## src/rtl/finger_thermo_encoder.sv

```systemverilog
// Finger switch front end: synchronises and debounces N raw finger inputs,
// validates the settled pattern as an MSB-aligned thermometer code and encodes the count.
module finger_thermo_encoder #(
    parameter int N_FINGERS = 4,
    parameter int DEBOUNCE  = 4,
    parameter int WRAP      = 1,
    localparam int OUT_W    = $clog2(N_FINGERS + 1)
) (
    input  logic                 clk,
    input  logic                 rst,
    input  logic [N_FINGERS-1:0] fingers_i,
    output logic [OUT_W-1:0]     code_o,
    output logic                 code_valid_o,
    output logic                 err_o,
    output logic                 busy_o
);

    localparam int CNT_W = (DEBOUNCE > 1) ? $clog2(DEBOUNCE) : 1;

    typedef enum logic {
        STABLE = 1'b0,
        SETTLE = 1'b1
    } state_t;

    state_t                 state, state_n;
    logic [N_FINGERS-1:0]   sync1, sync2;
    logic [N_FINGERS-1:0]   cand, cand_n;
    logic [N_FINGERS-1:0]   com, com_n;
    logic [CNT_W-1:0]       cnt, cnt_n;
    logic [OUT_W-1:0]       code_n;
    logic                   valid_n, err_n;
    logic [OUT_W-1:0]       k;
    logic [N_FINGERS-1:0]   therm;

    function automatic logic [OUT_W-1:0] count_ones(input logic [N_FINGERS-1:0] p);
        logic [OUT_W-1:0] c;
        c = '0;
        for (int i = 0; i < N_FINGERS; i++) begin
            c = c + OUT_W'(p[i]);
        end
        return c;
    endfunction

    // A legal code has exactly the top k bits set, so it must equal this mask.
    always_comb begin
        k     = count_ones(cand);
        therm = ~({N_FINGERS{1'b1}} >> k);
    end

    always_comb begin
        state_n = state;
        cand_n  = cand;
        cnt_n   = cnt;
        com_n   = com;
        code_n  = code_o;
        valid_n = 1'b0;
        err_n   = 1'b0;
        if (sync2 != cand) begin
            cand_n  = sync2;
            cnt_n   = '0;
            state_n = SETTLE;
        end else if (state == SETTLE) begin
            if (cnt == CNT_W'(DEBOUNCE - 1)) begin
                state_n = STABLE;
                if (cand == com) begin
                    com_n = com;
                end else if (cand == '0) begin
                    com_n = '0;
                end else if (cand == therm) begin
                    com_n   = cand;
                    code_n  = (WRAP != 0 && k == OUT_W'(N_FINGERS)) ? '0 : k;
                    valid_n = 1'b1;
                end else begin
                    com_n = cand;
                    err_n = 1'b1;
                end
            end else begin
                cnt_n = cnt + CNT_W'(1);
            end
        end
    end

    always_ff @(posedge clk or posedge rst) begin
        if (rst) begin
            sync1        <= '0;
            sync2        <= '0;
            state        <= STABLE;
            cand         <= '0;
            cnt          <= '0;
            com          <= '0;
            code_o       <= '0;
            code_valid_o <= 1'b0;
            err_o        <= 1'b0;
        end else begin
            sync1        <= fingers_i;
            sync2        <= sync1;
            state        <= state_n;
            cand         <= cand_n;
            cnt          <= cnt_n;
            com          <= com_n;
            code_o       <= code_n;
            code_valid_o <= valid_n;
            err_o        <= err_n;
        end
    end

    assign busy_o = (state == SETTLE);

endmodule

```

## config.mk

```make
export PLATFORM = sky130hd
export DESIGN_NAME = finger_thermo_encoder
export DESIGN_NICKNAME = d
export VERILOG_FILES = /design/src/rtl/finger_thermo_encoder.sv
export SDC_FILE = /design/constraint.sdc
export NUM_CORES = 1
export LEC_CHECK = 0
export CELL_PAD_IN_SITES_DETAIL_PLACEMENT = 1
export CELL_PAD_IN_SITES_GLOBAL_PLACEMENT = 2
export CORE_UTILIZATION = 40
export CTS_BUF_LIST = sky130_fd_sc_hd__clkbuf_16
export DETAILED_ROUTE_END_ITERATION = 8
export GPL_ROUTABILITY_DRIVEN = 1
export PLACE_DENSITY = 0.9
export SKIP_CTS_REPAIR_TIMING = 1
export SYNTH_ARGS = -nofsm -noshare
export SYNTH_HDL_FRONTEND = slang
export SYNTH_SLANG_ARGS = --single-unit
export TNS_END_PERCENT = 5
```

## constraint.sdc

```tcl
create_clock -name clk -period 5.2 [get_ports clk]
set_input_delay 1.56 -clock clk [delete_from_list [all_inputs] [get_ports clk]]
set_output_delay 1.56 -clock clk [all_outputs]
set_load 0.02 [all_outputs]
```

After elaboration in Yosys (flattened, before gate mapping) --
Index checks and enable logic that the tools add are counted.
Storage, ports and cells: flip-flop bits (word level) 24, input port bits 6, output and inout bits 6, word-level logic and storage cells 49
Cells by class: $add $sub $neg 4, eq/ne operators 6, shift operators 1, multiplexer cells 20, bitwise operators 4, reductions and logical operators 5
Operators with widths (number):
- $mux 1 | 15
- $eq 4x4->1 | 2
- $mux 2 | 3
- $reduce_and 6->1 | 1
- $logic_not 4->1 | 1
- $mux 4 | 1
- $ne 4x4->1 | 1
- $not 4->4 | 1
- $reduce_and 4->1 | 1
- $shr 4x3->4 const A | 1
- $add 2x1->3 | 1
- $add 3x1->3 | 1
- $eq 3x3->1 const B | 1
- $mux 3 | 1
- $not 1->1 | 3
- $add 1x1->2 | 1
- $add 2x1->2 const B | 1
- $eq 2x2->1 const B | 1
- $ne 2x2->1 const B | 1
- $reduce_and 2->1 | 1
- $reduce_bool 2->1 | 1

Depth between registers and ports, before layout --
Gate-level depths: netlist (run 1).
depth after elaboration 12, mapped depth 8, mapped depth without buffers 8

Worst setup path after synthesis (run 1) --
OpenSTA, ideal clock, no wires.
path kind reg-to-reg, start point register cand[1], end point register code_o[0], setup time 128 ps, arrival 2520 ps, data required time 5072 ps, setup slack 2553 ps, stages on the path, launching flop included 8, buffers on the path 0, period minus slack after synthesis 2647 ps, path through dfrtp_1 -> fa_1 -> ha_1 -> ha_1 -> nor4b_1 -> a21oi_1 -> nor4b_4 -> mux2_1
On the way: word-level cells in the longest chain between the ends 7
RTL lines:
- start, declared | RTL line 27 | logic [N_FINGERS-1:0] cand, cand_n;
- start signal, assigned | RTL line 98 | cand <= cand_n;
- $add 1x1->2 | RTL line 39 | c = c + OUT_W'(p[i]);
- $add 2x1->3 | RTL line 39
- $add 3x1->3 | RTL line 39
- $shr 4x3->4 | RTL line 47 | therm = ~({N_FINGERS{1'b1}} >> k);
- $not 4->4 | RTL line 47
- $eq 4x4->1 | RTL line 69 | end else if (cand == therm) begin
- $reduce_and 6->1 (no source line)
- end signal, assigned | RTL line 101 | code_o <= code_n;
- end, declared | RTL line 12 | output logic [OUT_W-1:0] code_o,
Several ways; a longest one is shown, not always the timed one. A chain may end at the register's enable or synchronous reset.

Worst setup path in the final report (run 1) --
start point register cand[0], end point register code_o[0]
The elaborated chain is that of the path after synthesis.

==> results of run 1 <==
## worst paths after layout
check / to / depth (start not counted) / slack [ns] / startpoint
worst max-delay path: code_o[0] / 8 / 2.20 / cand[0]
max in group asynchronous: cand[1] / 2 / 2.86 / rst
worst max register to register: code_o[0] / 8 / 2.20 / cand[0]
worst min register to register: sync2[3] / 0 / 0.35 / sync1[3]
worst min-delay path: sync2[3] / 0 / 0.35 / sync1[3]
min in group asynchronous: sync2[2] / 2 / 1.80 / rst
## layout by cell type (no fill, tap or decap), types with 2 or more instances in the layout
cell	instances
mux2i_1	2
inv_1	6
nor4b_1	2
dfrtp_1	24
a22o_1	2
xor2_1	10
clkbuf_16	3
a21oi_1	2
clkdlybuf4s50_1	11
xnor2_1	2
nor2_1	3
ha_1	5
mux2_2	2
mux2_1	2
## layer usage
metal / up-vias / global-route usage [%]
li1: 292 / -
met1: 328 / 19.8
met2: 19 / 30.9
met3: 9 / 4.44
met4: 0 / 10.7
met5: - / 0
## registers in the layout (all words and copies together), names as in the netlist
register / cells
busy_o: 1
cand: 4
cnt: 2
code_o: 3
code_valid_o: 1
com: 4
err_o: 1
sync1: 4
sync2: 4
## worst max-delay path, delay by kind of cell, from the launching register on
family,cells,cell delay [ns]
xor+xnor,1,0.16
mux,1,0.36
fa+ha+maj,3,1.10
flops,1,0.50
simple gates,1,0.43
compound gates,2,0.33
## power by group
| part | internal [mW] | switching, mW | leakage, nW |
|---|---|---|---|
| combinational | 0.0177 | 0.0248 | 0.237 |
| sequential | 0.192 | 0.00620 | 0.302 |
| clock | 0.153 | 0.0645 | 0.0511 |
| total | 0.363 | 0.0955 | 0.590 |
## cells by family after synthesis
family | after synthesis | share of synthesized area (%)
muxes | 6 | 5.94
and+or+nand+nor | 15 | 13.0
buffers and inverters | 11 | 4.46
DFF | 24 | 54.9
adders and majority gates | 6 | 7.54
xor gates and xnor gates | 12 | 9.60
AOI/OAI and AO/OA | 7 | 4.57
## through the flow
step	setup slack, ns	hold WS (ns)	instance area (um^2)	instances	util [%]
2_1_floorplan	2.55	0.331	1090	81	-
3_3_place_gp	2.35	0.333	1220	117	48.2
3_5_place_dp	2.23	0.338	1220	117	48.2
4_1_cts	2.17	0.353	1320	121	52.4
5_1_grt	2.05	0.357	1320	121	52.4
6_report	2.20	0.349	1320	121	52.4
## cell type report
type                    count  area [um^2]  area share (%)
flip-flops and latches     24          601            45.5
multi-input cells          46          445            33.7
repair buffers             11          110            8.33
clock buffers               3         75.1            5.68
well taps                  30         37.5            2.84
clock inverters             1         30.0            2.27
inverters                   6         22.5            1.70
==> flow_summary_export.csv, run 1 <==
group,metric,value,unit
run_status,status,"complete, no violations",
setup_path,max_stage_delay,0.52,ns
place,io_buffers,11,
timing,tightestPinTransition,0.887,ns
timing,finalCritPeriodShare,57.8,%
detailed_routing,met3_length,62,um
floorplanning,pin_count,12,
clocking,clk_latency,0.26,ns
power,power.density,347,nW/um^2
setup_path,slowest_stage,"fa_1",
clocking,cts_root_buf,"clkbuf_16",
setup_path,worstPathMaxFanout,6,
global_route,grt_start_max_net_pins,25,
power,leakage,0.590,nW
synth,synth_cell_types,28,
synth,synthCells,81,
synth,synth_edf_count,0,
detailed_routing,route.top_layer_used,"met4",
timing,fmax,333,MHz
timing,drv_slew,0,
setup_path,setup.worst_path.end_class,"flop",
clocking,htreeDepth,1,
synth,yosys_warnings,0,
synth,synth_area_leaders,"dfrtp_1 55%, xor2_1 8.0%, ha_1 5.7%, nand4b_4 2.2%, nor4b_4 2.2%",
detailed_routing,viasPerCell,5.36,
timing,finalHoldViolCount,0,
setup_path,crit_arrival,3.14,ns
floorplanning,core_area,2520,um^2
synth,ys_ff_latch,24,
cells_and_area,nets,104,
place,gp_congestion,0.774,
global_route,antenna_found_initial,0,
detailed_routing,met2_length,1110,um
setup_path,critPathLaunchType,"flop",
setup_path,worstPathCellList,"fa_1, ha_1, ha_1, xor2_1, o2bb2ai_1, a21oi_1, nor4b_4, mux2_1",
synth,synth_fp_nets,93,
synth,async_flop_share,100,%
place,hpwlAfterDp,1360,um
cells_and_area,drive_above_1_share,9.89,%
floorplanning,die_w,54.3,um
synth,syn_area,1090,um^2
synth,synth_commonest_cells,"24 x dfrtp_1, 10 x xor2_1, 6 x inv_1",
worst_hold_path,hold_class,"reg2reg",
power,ir_drop,0.210,mV
setup_path,crit_top_cell,"ha_1",
global_route,overflow,0,
clocking,clkSlewWorstSetupHoldPaths,0.06,ns
floorplanning,placementRows,18,
detailed_routing,wl_met1,848,um
detailed_routing,drc_errors,0,
floorplanning,start_util,43.4,%
setup_path,crit_required,5.34,ns
setup_path,crit_type,"reg2reg",
cells_and_area,antenna_cells,0,
clocking,clockBufferDepth,2,
clocking,cts_tree,"yes",
timing,finalSetupViolCount,0,
synth,synth.avg_cell_area,13.5,um^2
timing,relSlewSlack,40.8,%
synth,ys_seq_area_share,54.9,%
synth,yosys.area.top_type,"dfrtp_1",
cells_and_area,area_delta_synth_final,20.7,%
timing,clock_skew,0.00119,ns
timing,tns,0,ns
detailed_routing,wl_per_cell,17.4,um
floorplanning,die-area,2950,um^2
synth,synth.most_common_cell,"dfrtp_1",
run,cap_violations,0,
detailed_routing,drtIter0Drc,5,
global_route,grt_pass1_wl,3530,um
clocking,numClockSinks,24,
detailed_routing,vias,648,
clocking,numCtsBuffers,3,
detailed_routing,ant_nets,0,
floorplanning,dieHeight,54.3,um
timing,rsz0062_at_grt,"no",
detailed_routing,routed_wl,2110,um
power,finalPower,0.458,mW
detailed_routing,drt-pass1-iter-count,4,
global_route,grt_usage,17.9,%
synth,synth_top_area_share,54.9,%
cells_and_area,n_fill_cell,259,
timing,timing.final.crit_period,3.00,ns
synth,synth_ff_type,"dfrtp_1",
global_route,grt_pass1_vias,728,
(Power assumes the default switching activity.)
==> run 2, diff against run 1 <==
--- a/config.mk
+++ b/config.mk
@@ -7,11 +7,11 @@
 export LEC_CHECK = 0
 export CELL_PAD_IN_SITES_DETAIL_PLACEMENT = 1
 export CELL_PAD_IN_SITES_GLOBAL_PLACEMENT = 2
-export CORE_UTILIZATION = 40
+export CORE_UTILIZATION = 37
 export CTS_BUF_LIST = sky130_fd_sc_hd__clkbuf_16
 export DETAILED_ROUTE_END_ITERATION = 8
 export GPL_ROUTABILITY_DRIVEN = 1
-export PLACE_DENSITY = 0.9
+export PLACE_DENSITY = 0.85
 export SKIP_CTS_REPAIR_TIMING = 1
 export SYNTH_ARGS = -nofsm -noshare
 export SYNTH_HDL_FRONTEND = slang
==> constraint.sdc (replaced) <==
create_clock -name clk -period 3 [get_ports clk]
set_input_delay 0.9 -clock clk [delete_from_list [all_inputs] [get_ports clk]]
set_output_delay 0.9 -clock clk [all_outputs]
set_load 0.02 [all_outputs]
==> run 2 against run 1 <==
  * Sequential cell count is the same
  * Clock power grew 71%
  * Total power grew 72%
  * Hold slack is essentially flat
  * Combinational power grew 85%
  * Global-route usage shrank 4.2 points
  * Largest cell class unchanged
  * Highest routed layer unchanged
==> flow_summary_export.csv, run 2 (synthesis gave the netlist of run 1 again) <==
group,metric,value,unit
detailed_routing,wl_per_cell,14.8,um
global_route,grt_start_max_net_pins,25,
setup_path,rrSetupSlack,0.21,ns
detailed_routing,drc_errors,0,
run,cap_violations,0,
floorplanning,placementRows,19,
timing,tightestPinTransition,0.499,ns
setup_path,worstRegToRegCells,8,
setup_path,crit_end,"code_o[0]",
cells_and_area,nets,109,
floorplanning,pin_count,12,
worst_hold_path,hold_class,"reg2reg",
clocking,htreeDepth,1,
global_route,overflow,0,
detailed_routing,drtIter0Drc,1,
clocking,numCtsBuffers,3,
setup_path,worstPathCellList,"fa_1, ha_1, ha_1, xor2_1, o2bb2ai_1, a21oi_1, nor4b_4, mux2_1",
clocking,cts_root_buf,"clkbuf_16",
cells_and_area,final_util,48.9,%
setup_path,crit_type,"reg2reg",
timing,finalHoldViolCount,0,
timing,tns,0,ns
setup_path,r2r-start,"cand[0]",
global_route,antenna_found_initial,0,
cells_and_area,area_delta_synth_final,24.2,%
clocking,clk_latency,0.25,ns
place,gp_congestion,0.714,
clocking,clkSlewWorstSetupHoldPaths,0.06,ns
timing,holdWs,0.350,ns
detailed_routing,viasPerCell,4.91,
timing,finalSetupViolCount,0,
setup_path,worstReg2RegEnd,"code_o[0]",
cells_and_area,drive_above_1_share,14.6,%
detailed_routing,drt-pass1-iter-count,4,
clocking,clockBufferDepth,2,
floorplanning,core_area,2780,um^2
setup_path,slowest_stage,"fa_1",
floorplanning,dieHeight,56.4,um
clocking,cts_tree,"yes",
detailed_routing,routed_wl,1880,um
setup_path,worstPathMaxFanout,5,
cells_and_area,layout_commonest_cell,"dfrtp_1",
cells_and_area,antenna_cells,0,
global_route,grt_pass1_vias,691,
detailed_routing,ant_nets,0,
setup_path,crit_arrival,2.93,ns
setup_path,crit_top_cell,"ha_1",
setup_path,critPathLaunchType,"flop",
cells_and_area,n_fill_cell,287,
timing,finalCritPeriodShare,93.2,%
setup_path,crit_family,"adder cells",
power,ir_drop,0.496,mV
place,hpwlAfterDp,1470,um
timing,clock_skew,0.00387,ns
setup_path,crit_required,3.13,ns
global_route,grt_usage,13.7,%
cells_and_area,instances_no_fill,127,
global_route,grt_pass1_wl,3260,um
floorplanning,die_w,56.4,um
power,power.density,581,nW/um^2
setup_path,setup.worst_path.end_class,"flop",
worst_hold_path,hold_depth,0,
timing,drv_slew,0,
detailed_routing,vias,623,
clocking,numClockSinks,24,
cells_and_area,final_cell_mix,"24 x dfrtp_1, 11 x clkdlybuf4s50_1, 10 x xor2_1",
place,io_buffers,11,
setup_path,max_stage_delay,0.48,ns
setup_path,crit_buf_inv,0,
setup_path,crit_path_start,"cand[0]",
run_status,status,"complete, no violations",
timing,fmax,358,MHz
timing,rsz0062_at_grt,"no",
floorplanning,start_util,39.4,%
floorplanning,die-area,3180,um^2
place,dp_cells,123,
timing,timing.final.crit_period,2.79,ns
power,leakage,0.614,nW
setup_path,crit_cells,8,
timing,relSlewSlack,66.6,%
## run 2: changes by cell type in the layout (fill, tap and decap cells not counted)
cell   delta
buf_4     +5
## run 2: where the power goes
group          leakage [nW]  switching (mW)  internal (mW)  total (mW)
sequential            0.302         0.00555          0.333       0.338
combinational         0.261          0.0440         0.0346      0.0786
clock                0.0511           0.108          0.265       0.373
total                 0.614           0.158          0.632       0.790
## run 2: worst min-delay path by stage
stage / start / slack (ns) / to
3_3_place_gp: sync1[2] / 0.33 / sync2[2]
2_1_floorplan: sync1[0] / 0.33 / sync2[0]
4_1_cts: sync1[3] / 0.35 / sync2[3]
3_5_place_dp: sync1[3] / 0.34 / sync2[3]
6_report: sync1[3] / 0.35 / sync2[3]
5_1_grt: sync1[2] / 0.36 / sync2[2]
## run 2: worst register-to-register path: cells and delay by family, from the launching register on
family                     cells  cell delay [ns]
and+or+nand+nor                1             0.41
AOI/OAI and AO/OA              2             0.27
adders and majority gates      3             1.05
xor gates and xnor gates       1             0.17
muxes                          1             0.37
DFF                            1             0.40
## run 2: metrics by stage
step           worst slack (ns)  cell area, um^2  power (mW)
4_1_cts                   0.183             1360       0.803
3_5_place_dp              0.207             1250       0.425
2_1_floorplan             0.353             1090       0.401
3_3_place_gp              0.303             1250       0.420
5_1_grt                  0.0585             1360       0.825
6_report                  0.205             1360       0.790
## run 2: final cells by class
class	count	area, um^2	area share, %
Clock inverter	1	30.0	2.21
Timing Repair Buffer	16	148	10.9
Multi-Input combinational cell	46	445	32.8
Tap cell	31	38.8	2.85
Inverter	6	22.5	1.66
Sequential cell	24	601	44.2
Clock buffer	3	75.1	5.52
## run 2: layer usage
metal | track usage (%) | vias up | wire (um)
li1 | - | 297 | -
met1 | 15.8 | 310 | 799
met2 | 24.5 | 14 | 1010
met3 | 4.84 | 2 | 63
met4 | 3.14 | 0 | 10
met5 | 0 | - | 0
